### config.mk
export PLATFORM = sky130hd
export DESIGN_NAME = frame_deserializer
export DESIGN_NICKNAME = d
export VERILOG_FILES = /design/src/rtl/frame_deserializer.sv
export SDC_FILE = /design/constraint.sdc
export NUM_CORES = 2
export LEC_CHECK = 0
export BUFFER_PORTS_ARGS = -buffer_cell sky130_fd_sc_hd__buf_4
export CORE_MARGIN = 8
export CORE_UTILIZATION = 56
export DETAILED_ROUTE_END_ITERATION = 10
export MAX_ROUTING_LAYER = met4
export PLACE_DENSITY = 0.85
export REMOVE_ABC_BUFFERS = 1
export SYNTH_ARGS = -nofsm -noshare
export SYNTH_HDL_FRONTEND = slang
export SYNTH_SLANG_ARGS = --single-unit
### constraint.sdc
create_clock -name sclk -period 2.4 [get_ports sclk]
set_input_delay 0.48 -clock sclk [delete_from_list [all_inputs] [get_ports sclk]]
set_output_delay 0.48 -clock sclk [all_outputs]
set_load 0.03 [all_outputs]
### src/rtl/frame_deserializer.sv
// Multi-lane serial-to-parallel frame deserializer with HUNT/SYNC/LOCKED framing.
// Define FRAME_DESER_ERRCNT_EN to build the saturating frame error counter.
module frame_deserializer #(
   parameter int FRAME_BITS  = 256,
   parameter int LANES       = 2,
   parameter int LOCK_FRAMES = 2,
   parameter int UNLOCK_ERRS = 3
) (
   input  logic                        sclk,
   input  logic                        rstn,
   input  logic [LANES-1:0]            sdata,
   input  logic                        sfs,
   input  logic                        err_clr,
   output logic                        pvalid,
   output logic [LANES*FRAME_BITS-1:0] pdata,
   output logic                        locked,
   output logic                        frame_err,
   output logic [15:0]                 err_count
);

   localparam int BW = $clog2(FRAME_BITS);
   localparam int GW = $clog2(LOCK_FRAMES + 1);
   localparam int MW = $clog2(UNLOCK_ERRS + 1);
   localparam logic [BW-1:0] BC_LAST = BW'(FRAME_BITS - 1);
   localparam logic [GW-1:0] GOOD_N  = GW'(LOCK_FRAMES);
   localparam logic [MW-1:0] MISS_N  = MW'(UNLOCK_ERRS);

   typedef enum logic [1:0] {
      HUNT,
      SYNC,
      LOCKED
   } state_t;

   state_t state, state_n;

   logic [BW-1:0] bc, bc_n;
   logic [GW-1:0] good, good_n;
   logic [MW-1:0] miss, miss_n;
   logic          take, ferr_n;
   logic          at_end, good_fr, bad_fr;

   // Only FRAME_BITS-1 history bits are kept; the current sdata bit completes the frame.
   logic [FRAME_BITS-2:0]       sh [LANES];
   logic [LANES*FRAME_BITS-1:0] frame;

   always_comb begin
      frame = '0;
      for (int i = 0; i < LANES; i++)
         frame[i*FRAME_BITS +: FRAME_BITS] = {sh[i], sdata[i]};
   end

   assign at_end  = (bc == BC_LAST);
   assign good_fr = sfs & at_end;
   assign bad_fr  = sfs ^ at_end;

   always_comb begin
      state_n = state;
      bc_n    = at_end ? '0 : bc + BW'(1);
      good_n  = good;
      miss_n  = miss;
      take    = 1'b0;
      ferr_n  = 1'b0;
      unique case (state)
         HUNT: begin
            bc_n = '0;
            if (sfs)
               state_n = SYNC;
         end
         SYNC: begin
            if (sfs)
               bc_n = '0;
            if (good_fr) begin
               good_n = good + GW'(1);
               if (good + GW'(1) == GOOD_N) begin
                  state_n = LOCKED;
                  take    = 1'b1;
               end
            end else if (bad_fr) begin
               good_n = '0;
               ferr_n = 1'b1;
            end
         end
         LOCKED: begin
            if (sfs)
               bc_n = '0;
            if (good_fr) begin
               miss_n = '0;
               take   = 1'b1;
            end else if (bad_fr) begin
               ferr_n = 1'b1;
               if (miss + MW'(1) == MISS_N) begin
                  state_n = HUNT;
                  bc_n    = '0;
                  good_n  = '0;
                  miss_n  = '0;
               end else begin
                  miss_n = miss + MW'(1);
               end
            end
         end
         default: state_n = HUNT;
      endcase
   end

   always_ff @(posedge sclk) begin
      if (!rstn) begin
         state     <= HUNT;
         bc        <= '0;
         good      <= '0;
         miss      <= '0;
         pvalid    <= 1'b0;
         pdata     <= '0;
         locked    <= 1'b0;
         frame_err <= 1'b0;
         for (int i = 0; i < LANES; i++)
            sh[i] <= '0;
      end else begin
         state     <= state_n;
         bc        <= bc_n;
         good      <= good_n;
         miss      <= miss_n;
         pvalid    <= take;
         locked    <= (state_n == LOCKED);
         frame_err <= ferr_n;
         if (take)
            pdata <= frame;
         for (int i = 0; i < LANES; i++)
            sh[i] <= frame[i*FRAME_BITS +: FRAME_BITS-1];
      end
   end

`ifdef FRAME_DESER_ERRCNT_EN
   // Clear wins over a coincident error so software sees a clean zero.
   always_ff @(posedge sclk) begin
      if (!rstn)
         err_count <= '0;
      else if (err_clr)
         err_count <= '0;
      else if (frame_err && err_count != 16'hFFFF)
         err_count <= err_count + 16'd1;
   end
`else
   logic unused_err_clr;
   assign unused_err_clr = err_clr;
   assign err_count      = '0;
`endif

endmodule
* Word-level counts from Yosys, hierarchy flattened
Memories as Yosys holds them, arrays and structs flattened.
Index checks and enable logic that the tools add are counted.
** Cells by class
- Reduce and logical (&&, ||, !) cells :: 7
- Add/subtract/negate cells :: 3
- Equal/unequal tests :: 10
- Bitwise operators :: 6
- Muxes and demuxes :: 31
** Operator list (count)
- $mux 255 :: 2
- $mux 8 :: 5
- $mux 2 :: 14
- $pmux 8 s3 :: 1
- $add 8x1->8 const B :: 1
- $eq 2x2->1 const B :: 4
- $eq 8x8->1 const B :: 1
- $mux 1 :: 6
- $ne 2x2->1 const B :: 3
- $pmux 2 s3 :: 1
- $reduce_and 5->1 :: 1
- $add 2x1->2 const B :: 2
- $pmux 2 s2 :: 1
- $reduce_bool 2->1 :: 2
- $ne 3x3->1 const B :: 1
- $reduce_or 3->1 :: 1
- $eq 2x1->1 const B :: 1
- $logic_not 2->1 :: 1
- $not 1->1 :: 2
- $or 1x1->1 :: 2
- $pmux 1 s2 :: 1
- $reduce_and 2->1 :: 1
- $reduce_or 2->1 :: 1
- $and 1x1->1 :: 1
- $xor 1x1->1 :: 1
** Word-level totals
- Output and inout port bits :: 531
- Register bits after elaboration :: 529
- Logic and storage cells :: 66
- Memories :: 1
- RAM bits :: 510
- Bits of input ports :: 6
** Memory list
- sh :: depth 2, width 255, rd ports 2, clocked after memory_dff 0, write ports 2, line 43 : logic [FRAME_BITS-2:0] sh [LANES];

* Logic depth before layout (Yosys ltp)
- Depth in word-level cells :: 7
- Gate-level depth with buffers :: 13
- Gate-level depth less buffers :: 9

* Least setup slack after synthesis
No wires, ideal clock.
- Path type :: flip-flop to flip-flop
- Start point :: reg bc[0]
- End point :: reg pdata[376]
- Arrival :: 2.048 ns
- Setup slack :: 0.225 ns
- Path buffers :: 5
- Library setup time :: 0.127 ns
- Stages on the path, launching flop included :: 14
- Clock period less this slack :: 2.175 ns
- Required time :: 2.273 ns
- Cells stage by stage :: dfxtp_1 ha_1 and4_1 nand4_1 inv_1 ha_1 buf_2 o211ai_4 buf_6 buf_12 buf_12 buf_8 nand3_2 o21ai_2
** On the way
- Cells in the longest elaborated chain, start to end :: 4
- Elaborated cells on any way between the ends :: 5
- Those cells by class :: 1 x eq/ne; 3 x mux; 1 x bitwise
** Ends and longest elaborated chain
- from (decl) :: line 36 : logic [BW-1:0] bc, bc_n;
- from (signal assigned) :: line 119 : bc <= bc_n;
- $eq 8x8->1 * :: line 52 : assign at_end = (bc == BC_LAST);
- $and 1x1->1 * :: line 53 : assign good_fr = sfs & at_end;
- $mux 1, on equally long branches :: line 86, 72
- $pmux 1 s2 * :: line 63 : unique case (state)
- to (signal assigned) :: line 126 : pdata <= frame;
- to (decl) :: line 15 : output logic [LANES*FRAME_BITS-1:0] pdata,
Every way passes the cells marked *; elsewhere a longest branch is shown, timed or not.
A chain may end at the register's enable or synchronous reset.

* Worst setup path in the final report
- Start point :: reg bc[0]
- End point :: reg pdata[456]
Same word-level chain as after synthesis.

==> results.yml <==
power_and_ir_drop:
  power_switching_w: 0.00691
  internal_power_w: 0.0268
  p_leak_nw: 21.0
  p_clk_share_pct: 47.4
  vdd_drop_max_mv: 0.586
  p_comb_share_pct: 1.5
  p_total_w: 0.0338
  seqPwrFrac_pct: 51.1
  power.density_nw_per_um2: 768
  switching_share_pct: 20.5
setup_path:
  setup.worst_path.start: "bc[0]"
  required_ns: 2.95
  cp.arrival_ns: 2.81
  crit_top_cell: "buf_12"
  start_kind: "flip-flop"
  r2r_start: "bc[0]"
  path_class: "flip-flop to flip-flop"
  worst_path_max_delay_cell: "dfxtp_2"
  worstPathMaxFanout: 38
  critical_path.endpoint_type: "flip-flop"
  cpPeakStageDelay_ns: 0.35
  cp_cell_sequence: "ha_4 > and4_1 > nand4_1 > inv_1 > ha_2 > o211ai_4 > buf_12 > buf_12 > buf_12 > nand3_1 > o21ai_1"
synth:
  ys.flop_type: "dfxtp_1"
  synth_area_leaders: "dfxtp_1 58%, nand3_2 12%, o21ai_2 11%, nand2_1 5.4%, inv_1 5.4%"
  synth.avg_cell_area_um2: 10.6
  syn_inst: 3406
  synth-edff-count: 0
  netlist.area_leader.share_pct: 57.8
  synth_cell_types: 40
  ys_seq_area_share_pct: 57.8
  async_reset_ff_share_pct: 0
  yosys_warnings: 0
  synth.largest_area_cell: "dfxtp_1"
  ys_ff_latch: 1039
  syn_area_um2: 36000
sta:
  worstMarginPinSlew_ns: 0.580
  fin_crit_sh_pct: 94.4
  min_period_ns: 2.27
  setup_slack_ns: 0.135
  clock.fmax_mhz: 441
  whs_ns: 0.0747
  tns_ns: 0
  maxSlewViolCount: 0
  finalHoldViolCount: 0
  relSlewSlack_pct: 61.4
  skew_ns: 0.0192
  rsz0062_at_grt: "no"
  setup_violations: 0
clock_tree:
  cts_buffers: 98
  cts.clk_slew.worst_paths_ns: 0.06
  cts_tree: "done"
  root_buffer: "clkbuf_16"
  cts_sinks: 1039
  clock_latency_ns: 0.63
  h-tree-depth: 3
  cts_buffer_depth: 3
  holdBufCountCts: 0
outcome:
  status: "finished clean"
hold_path:
  hold_class: "primary input to flip-flop"
  holdCritStartpoint: "sdata[1]"
placement:
  io_buffers: 519
  dp_slack_ns: 0.0573
  gp_congestion: 0.796
  place_hpwl_um: 52800
floorplanning:
  die_area_um2: 72700
  initial_core_util_pct: 56.2
  die_x_um: 270
  std_cell_rows: 93
  core_um2: 64000
  die_h_um: 270
  boundaryPins: 537
drt:
  routed_wirelength_um: 78300
  wl_per_cell_um: 16.2
  first_pass_iters: 5
  drt-initial-drc-count: 1368
  postRouteAntennaNets: 0
  vias: 23800
  routed_via_density: 4.92
  drc: 0
grt:
  grt_pass1_wl_um: 125000
  grt_pass1_vias: 23700
  grt_overflow: 0
  grt_max_degree: 117
  grt_usage_pct: 21.3
  antenna_found_initial: 0
final_layout:
  drive_above_1_share_pct: 42.1
  final_net_count: 3908
  layout_common_cells: "1,037 x dfxtp_1, 570 x buf_4, 520 x nand2_1, 516 x inv_1"
  n_antenna_cell: 0
  syn_to_final_growth_pct: 22.1
  layout_commonest_cell: "dfxtp_1"
  final_core_util_pct: 68.7
  fill_cells: 4378
flow_run:
  cap_violations: 0
## state kept, by name (all words and copies together) (netlist names)
register / flops
pdata: 512
frame_err: 1
sh: 510
good: 2
miss: 2
locked: 1
bc: 8
state: 2
pvalid: 1
## worst paths after layout
| check | end | cells after the start | slack [ns] |
|---|---|---|---|
| max | pdata[456] | 11 | 0.13 |
| min | sh[0][255] | 3 | 0.07 |
| max reg2reg | pdata[456] | 11 | 0.13 |
| min reg2reg | sh[0][382] | 2 | 0.43 |
## power by group through the flow
stage	sequential [W]	clock, W	combinational (W)
final	0.0173	0.0160	0.000490
after global routing	0.0172	0.0171	0.000530
after CTS	0.0173	0.0163	0.000489
after detailed placement	0.0176	0	0.000489
after global placement	0.0176	0	0.000487
after floorplan	0.0176	0	0.0000722
## routing by layer
| metal | part of all wire, % | up-vias | global-route usage (%) |
|---|---|---|---|
| li1 | - | 11800 | - |
| met1 | 39 | 11200 | 23.3 |
| met2 | 50 | 550 | 36.4 |
| met3 | 7.8 | 154 | 6.82 |
| met4 | 3.1 | 0 | 7.35 |
| met5 | 0 | - | - |
## worst max-delay path: cells and delay by family (launching register included)
| kind | cells | cell delay (ns) |
|---|---|---|
| flip-flops | 1 | 0.35 |
| AND/OR/NAND/NOR | 3 | 0.47 |
| adder cells (fa/ha/maj) | 2 | 0.37 |
| AO/OA/AOI/OAI | 2 | 0.23 |
| buffers and inverters | 4 | 0.71 |
## layout make-up
cell class / count / area, um2 / area share (%)
Clock buffer: 134 / 2840 / 6.46
Clock inverter: 46 / 593 / 1.35
Sequential cell: 1039 / 20800 / 47.3
Timing Repair Buffer: 618 / 5240 / 11.9
Tap cell: 855 / 1070 / 2.43
Multi-Input combinational cell: 1621 / 11500 / 26.1
Inverter: 516 / 1940 / 4.41
## Yosys cell counts (5+ instances only)
cell type and n:
a21oi_1 5, buf_12 41, buf_2 99, buf_4 16
buf_6 8, clkbuf_1 76, dfxtp_1 1039, ha_1 8
inv_1 516, nand2_1 520, nand3_1 77, nand3_2 438
nor2_1 12, o21ai_1 74, o21ai_2 438
## timing repair
item	4_1_cts	5_1_grt
buffers inserted	0	0
endpoints found under the hold margin	0	0
endpoints found under the setup margin	0	248
gates resized for setup	0	7
## through the flow
step	cells	instance area [um2]
after floorplan	3176	34200
after global placement	4649	40500
after detailed placement	4649	40500
after CTS	4829	43900
after global routing	4829	44000
final	4829	44000
## cells by family after synthesis
| kind of cell | count (synthesis) | synth area share [%] |
|---|---|---|
| XOR/XNOR | 6 | 0.146 |
| adder cells (fa/ha/maj) | 8 | 0.278 |
| other | 1 | 0.0104 |
| AND/OR/NAND/NOR | 1065 | 19.2 |
| buffers and inverters | 761 | 10.6 |
| flip-flops | 1039 | 57.8 |
| multiplexers | 2 | 0.0556 |
| AO/OA/AOI/OAI | 524 | 12.0 |
(Power assumes the default switching activity.)
